==> src/rtl/regfile_mp.sv <==
// Parametrised multi-port register file: combinational reads, per-port writes with
// highest-index priority, optional hardwired-zero entry and same-cycle forwarding (REGFILE_BYPASS_EN).
module regfile_mp #(
  parameter int DATA_W   = 32,
  parameter int ADDR_W   = 5,
  parameter int NUM_RD   = 2,
  parameter int NUM_WR   = 1,
  parameter int ZERO_REG = 1
) (
  input  logic                       clk,
  input  logic                       rst,
  input  logic [NUM_RD*ADDR_W-1:0]   rd_addr,
  output logic [NUM_RD*DATA_W-1:0]   rd_data,
  input  logic [NUM_WR-1:0]          wr_en,
  input  logic [NUM_WR*ADDR_W-1:0]   wr_addr,
  input  logic [NUM_WR*DATA_W-1:0]   wr_data,
  output logic                       wr_conflict
);

  localparam int DEPTH = 1 << ADDR_W;

  logic [DATA_W-1:0] regs [DEPTH];
  logic [NUM_WR-1:0] wrValid;
  logic              conflictNext;

  // Writes aimed at a hardwired-zero entry are dropped before they reach storage or conflict logic.
  always_comb begin
    wrValid = '0;
    for (int i = 0; i < NUM_WR; i++)
      wrValid[i] = wr_en[i] &&
                   !((ZERO_REG != 0) && (wr_addr[i*ADDR_W +: ADDR_W] == '0));
  end

  always_comb begin
    conflictNext = 1'b0;
    for (int i = 0; i < NUM_WR; i++)
      for (int j = i + 1; j < NUM_WR; j++)
        if (wrValid[i] && wrValid[j] &&
            (wr_addr[i*ADDR_W +: ADDR_W] == wr_addr[j*ADDR_W +: ADDR_W]))
          conflictNext = 1'b1;
  end

  // Later loop iterations override earlier ones, so the highest-index port wins.
  always_ff @(posedge clk) begin
    if (rst) begin
      for (int e = 0; e < DEPTH; e++)
        regs[e] <= '0;
      wr_conflict <= 1'b0;
    end else begin
      for (int i = 0; i < NUM_WR; i++)
        if (wrValid[i])
          regs[wr_addr[i*ADDR_W +: ADDR_W]] <= wr_data[i*DATA_W +: DATA_W];
      wr_conflict <= conflictNext;
    end
  end

  always_comb begin
    rd_data = '0;
    for (int k = 0; k < NUM_RD; k++) begin
      rd_data[k*DATA_W +: DATA_W] = regs[rd_addr[k*ADDR_W +: ADDR_W]];
`ifdef REGFILE_BYPASS_EN
      if (!rst)
        for (int i = 0; i < NUM_WR; i++)
          if (wrValid[i] && (wr_addr[i*ADDR_W +: ADDR_W] == rd_addr[k*ADDR_W +: ADDR_W]))
            rd_data[k*DATA_W +: DATA_W] = wr_data[i*DATA_W +: DATA_W];
`else
      // Stored contents only; no forwarding path.
`endif
      if ((ZERO_REG != 0) && (rd_addr[k*ADDR_W +: ADDR_W] == '0))
        rd_data[k*DATA_W +: DATA_W] = '0;
    end
  end

endmodule
==> config.mk <==
export PLATFORM = sky130hd
export DESIGN_NAME = regfile_mp
export DESIGN_NICKNAME = d
export VERILOG_FILES = /design/src/rtl/regfile_mp.sv
export SDC_FILE = /design/constraint.sdc
export NUM_CORES = 2
export LEC_CHECK = 0
export ABC_CLOCK_PERIOD_IN_PS = 3000
export BUFFER_PORTS_ARGS = -buffer_cell sky130_fd_sc_hd__buf_2
export CAP_MARGIN = 20
export CORE_MARGIN = 1.5
export CORE_UTILIZATION = 35
export CTS_CLUSTER_DIAMETER = 150
export DETAILED_ROUTE_END_ITERATION = 10
export PLACE_DENSITY = 0.48
export SLEW_MARGIN = 20
export SYNTH_ARGS = -nofsm -noshare
export SYNTH_HDL_FRONTEND = slang
export SYNTH_SLANG_ARGS = --single-unit
==> constraint.sdc <==
create_clock -name clk -period 3 [get_ports clk]
set_input_delay 0.3 -clock clk [delete_from_list [all_inputs] [get_ports clk]]
set_output_delay 0.3 -clock clk [all_outputs]
set_load 0.02 [all_outputs]
== Yosys cells after proc, flatten, opt, wreduce, memory -nomap -nowiden ==
Memories as Yosys holds them, arrays and structs flattened.
Cells that the tools add are included.

* Bits in writable memories: 1,024
* Input port bits: 50
* Memories: 1
* Word-level logic and storage cells: 17
* Bits in registers: 0

{| class="wikitable"
|+ Memories
! name !! words !! width !! rd ports !! clocked after Yosys merged registers in !! wr ports !! RTL line !! source
|-
| regs || 32 || 32 || 2 || 0 || 32 || 22 || <nowiki>logic [DATA_W-1:0] regs [DEPTH];</nowiki>
|}

* Mux-type cells: 10
* Reduce and logical (&&, ||, !) cells: 6

{| class="wikitable"
|+ Operators by type and width
! cell !! count
|-
| 32-bit 2-to-1 mux || 3
|-
| 32-bit OR reduction || 1
|-
| 5-bit zero test || 3
|-
| 1-bit 2-to-1 mux || 6
|-
| 5-bit 2-to-1 mux || 1
|-
| 1-bit logical AND || 1
|-
| 1-bit zero test || 1
|}

== Longest topological paths before layout ==
* Word-level depth: 8
* Depth in mapped cells: 9
* Gate-level depth less buffers: 4

== Worst setup path before layout ==
Ideal clock, no wire load.

* Kind: input -> output
* Start: input rd_addr[0]
* End: output rd_data[30]
* Required time: 2,700 ps
* Buffers on the path: 3
* Stages on the path: 6
* Data arrival time: 2,290 ps
* Slack: 410 ps
* Path through: clkbuf_1 -> buf_6 -> buf_4 -> mux4_2 -> mux2i_1 -> a2111oi_0

* Word-level cells in the longest chain between the ends: 2
* Elaborated cells on any way between the ends: 3
* Those cells by class: mux (1); reduce/logical (1); memory (1)

{| class="wikitable"
|+ Ends and longest elaborated chain
! element !! RTL line !! source
|-
| from (decl) || 12 || <nowiki>input logic [NUM_RD*ADDR_W-1:0] rd_addr,</nowiki>
|-
| memory read 32 x 32 bit or 5-bit zero test (tied branches) || - ||
|-
| 32-bit 2-to-1 mux (*) || 69 || <nowiki>if ((ZERO_REG != 0) && (rd_addr[k*ADDR_W +: ADDR_W] == '0))</nowiki>
|-
| to (decl) || 13 || <nowiki>output logic [NUM_RD*DATA_W-1:0] rd_data,</nowiki>
|}

Mark *: on every way between the ends. The rest lies on a longest branch, timed or not.

==> impl_metrics.toml <==
[timing]
layout_min_cycle_time_ns = 3.02
fin_crit_sh_pct = 101
finalHoldViolations = 0
finalSetupViolCount = 2
relSlewSlack_pct = 36.1
maxSlewViolCount = 0
fmax_ghz = 0.331
rsz0062_at_grt = "true"
layout_setup_ws_ns = -0.0226
worstMarginPinSlew_ns = 0.955

[layout]
regMostFlops = "regs"
reg_top3 = "regs (1024)"
syn2layout_area_growth_pct = 19.3
postLayoutCellArea_um2 = 64700
final_nets = 3752
largest_reg_flops = 1024
nFillCells = 13800
utilization_pct = 42.0
drive_gt1_share_pct = 34.5

[clock_tree]
clk_pin_slew_ns = 0.06
root_buffer = "clkbuf_16"
cts-htree-levels = 3
cts_inserted_buffers = 117
cts_hold_buf = 0
cts_max_path_buffers = 3
cts_tree = "built"
cts.sinks = 1024

[placement]
place_ws_ns = -0.472
io_buffers = 113
dp_hpwl_um = 127000
dpl_cell_area_um2 = 59300
place_congestion = 0.829

[floorplanning]
pin_count = 115
start_util_pct = 35.2
dieWidth_um = 397
rows = 144
fp.coreArea_um2 = 154000
die_h_um = 397
die_area_um2 = 157000

[drt]
routed_wirelength_um = 200000
viasPerCell = 5.80
drtPass1Iterations = 5
route.met2.wl_um = 94900
drt_iter0_drc = 3735
wl_per_cell_um = 34.2
highest_layer = "met5"
drcViolationCount = 0
ant_nets = 0
wl_met3_um = 14300
vias = 34000
wl_met1_um = 84300

[critical_path]
slowest_delay_ns = 0.57
path_cells = "mux4_2 -> mux4_2 -> o22ai_2 -> buf_6 -> nor3_4 -> buf_6"
critPathKind = "flip-flop to output port"
path_buf_inv = 2
crit_path_end_kind = "output port"
path_max_fanout = 2
worstSetupStartpointType = "flip-flop"
crit_slowest_cell = "mux4_2"
path_delay_family = "multiplexers"
cp_data_arrival_time_ns = 2.72
crit_path_end = "rd_data[52]"
worst-path-stages = 6
critical_path_required_ns = 2.70
cp-startpoint = "regs[30][20]"

[power_and_ir_drop]
peakVddDrop_mv = 0.512
powerDensity_nw_per_um2 = 570
total_power_uw = 36900
leakage_uw = 0.0223

[grt]
antenna_found_initial = 27
grt_pass1_wl_um = 278000
grt_overflow = 0
grt_pass1_vias = 34800
gr-usage-all-layers_pct = 25.3
grt_max_degree = 52

[hold_path]
hold_class = "primary input to flip-flop"

[synthesis]
netlist-cell-type-count = 42
ys_seq_area_share_pct = 56.7
ys_ff_latch = 1024
syn-instance-count = 3503
yosys_warnings = 0
synth_area_per_cell_um2 = 15.5
syn_area_um2 = 54300

[outcome]
outcome = "complete, but fails checks"
violations = "setup timing"

[run]
cap_violations = 0
-- cells by family after synthesis --
group	count (synthesis)	share of synthesized area [%]
buf+inv	390	3.37
compound gates	259	3.65
flops	1024	56.7
other cells	1	0.00691
simple gates	1177	13.3
mux	652	23.0
-- Yosys cell counts (all sizes together) --
library cell	instances	area, µm²
or3b	4	35.0
mux2i	150	1500
nand2b	5	31.3
nand3b	5	37.5
or4b	1	10.0
a221o	2	20.0
o22ai	103	644
and4b	1	10.0
nand4bb	2	22.5
o221ai	1	8.76
a221oi	4	35.0
a32o	4	40.0
o21ai	4	20.0
nor4b	3	32.5
a2111oi	55	533
mux2	30	338
nor2b	14	87.6
a211oi	7	52.6
or3	2	12.5
a22oi	16	120
nor3	54	270
conb	1	3.75
nand2	7	26.3
and2	995	6220
a22o	51	447
clkbuf	271	1020
nor2	36	135
and3	3	18.8
edfxtp	1024	30700
nor4	6	37.5
a21oi	12	60.1
mux4	472	10600
nand4b	1	8.76
inv	2	7.51
nand3	5	25.0
or2	33	206
buf	117	802
-- metrics by stage --
stage          setup TNS [ns]  hold WS (ns)  cells
6_report              -0.0246         0.198   5854
5_1_grt                -0.796         0.197   5847
4_1_cts                -0.627         0.170   5848
3_5_place_dp            -1.13         0.967   5621
3_3_place_gp            -1.59         0.965   5621
2_1_floorplan               0         0.498   3535
-- layer usage --
metal | GRT usage [%] | vias to the layer above
met5 | 0 | -
met4 | 8.16 | 20
met3 | 3.86 | 295
met2 | 40.8 | 1529
met1 | 35.1 | 18100
li1 | - | 14000
-- where the power goes --
| group | switching (µW) | internal (µW) | total [µW] |
|---|---|---|---|
| Clock | 6170 | 8630 | 14800 |
| Sequential | 428 | 16500 | 17000 |
| Combinational | 2890 | 2210 | 5110 |
-- layout by cell type (no fill, tap or decap), types with 13 or more instances in the layout --
cell type and instances:
bufinv_16 16, mux2i_1 149, buf_6 17, mux4_2 472
nor3_1 29, clkinv_2 25, or2_2 33, mux2_2 30
nor3_4 13, buf_12 72, o22ai_1 80, a2111oi_4 34
and2_1 994, a22o_4 15, o22ai_2 14, a2111oi_2 14
a22oi_1 16, nor2_4 32, conb_1 33, buf_2 82
clkinv_1 31, clkbuf_1 18, clkbuf_16 121, edfxtp_1 1024
buf_4 258, a22o_1 35
-- final cells by class --
cell class	instances	area, µm²	area share (%)
well taps	2044	2560	3.95
diodes	8	20.0	0.0309
clock inverters	81	806	1.24
clock buffers	138	3070	4.74
multi-input cells	2121	23400	36.2
flip-flops and latches	1024	30700	47.5
repair buffers	436	4110	6.34
inverters	2	7.51	0.0116
-- repair_timing --
action / CTS / global route
gates resized for setup: 181 / 63
pin swaps: 46 / 23
setup buffers: 14 / 1
gates cloned: 0 / 1
setup endpoints to repair: 56 / 49
-- worst min path at each step --
stage                   endpoint         from  cells past startpoint  slack (ns)
floorplan            regs[1][31]  wr_data[31]                      1        0.50
global placement    regs[10][13]  wr_data[13]                      2        0.97
detailed placement  regs[10][13]  wr_data[13]                      2        0.97
CTS                 regs[13][13]  wr_data[13]                      2        0.17
global route        regs[15][13]  wr_data[13]                      2        0.20
finish              regs[13][13]  wr_data[13]                      2        0.20
(Power assumes the default switching activity.)
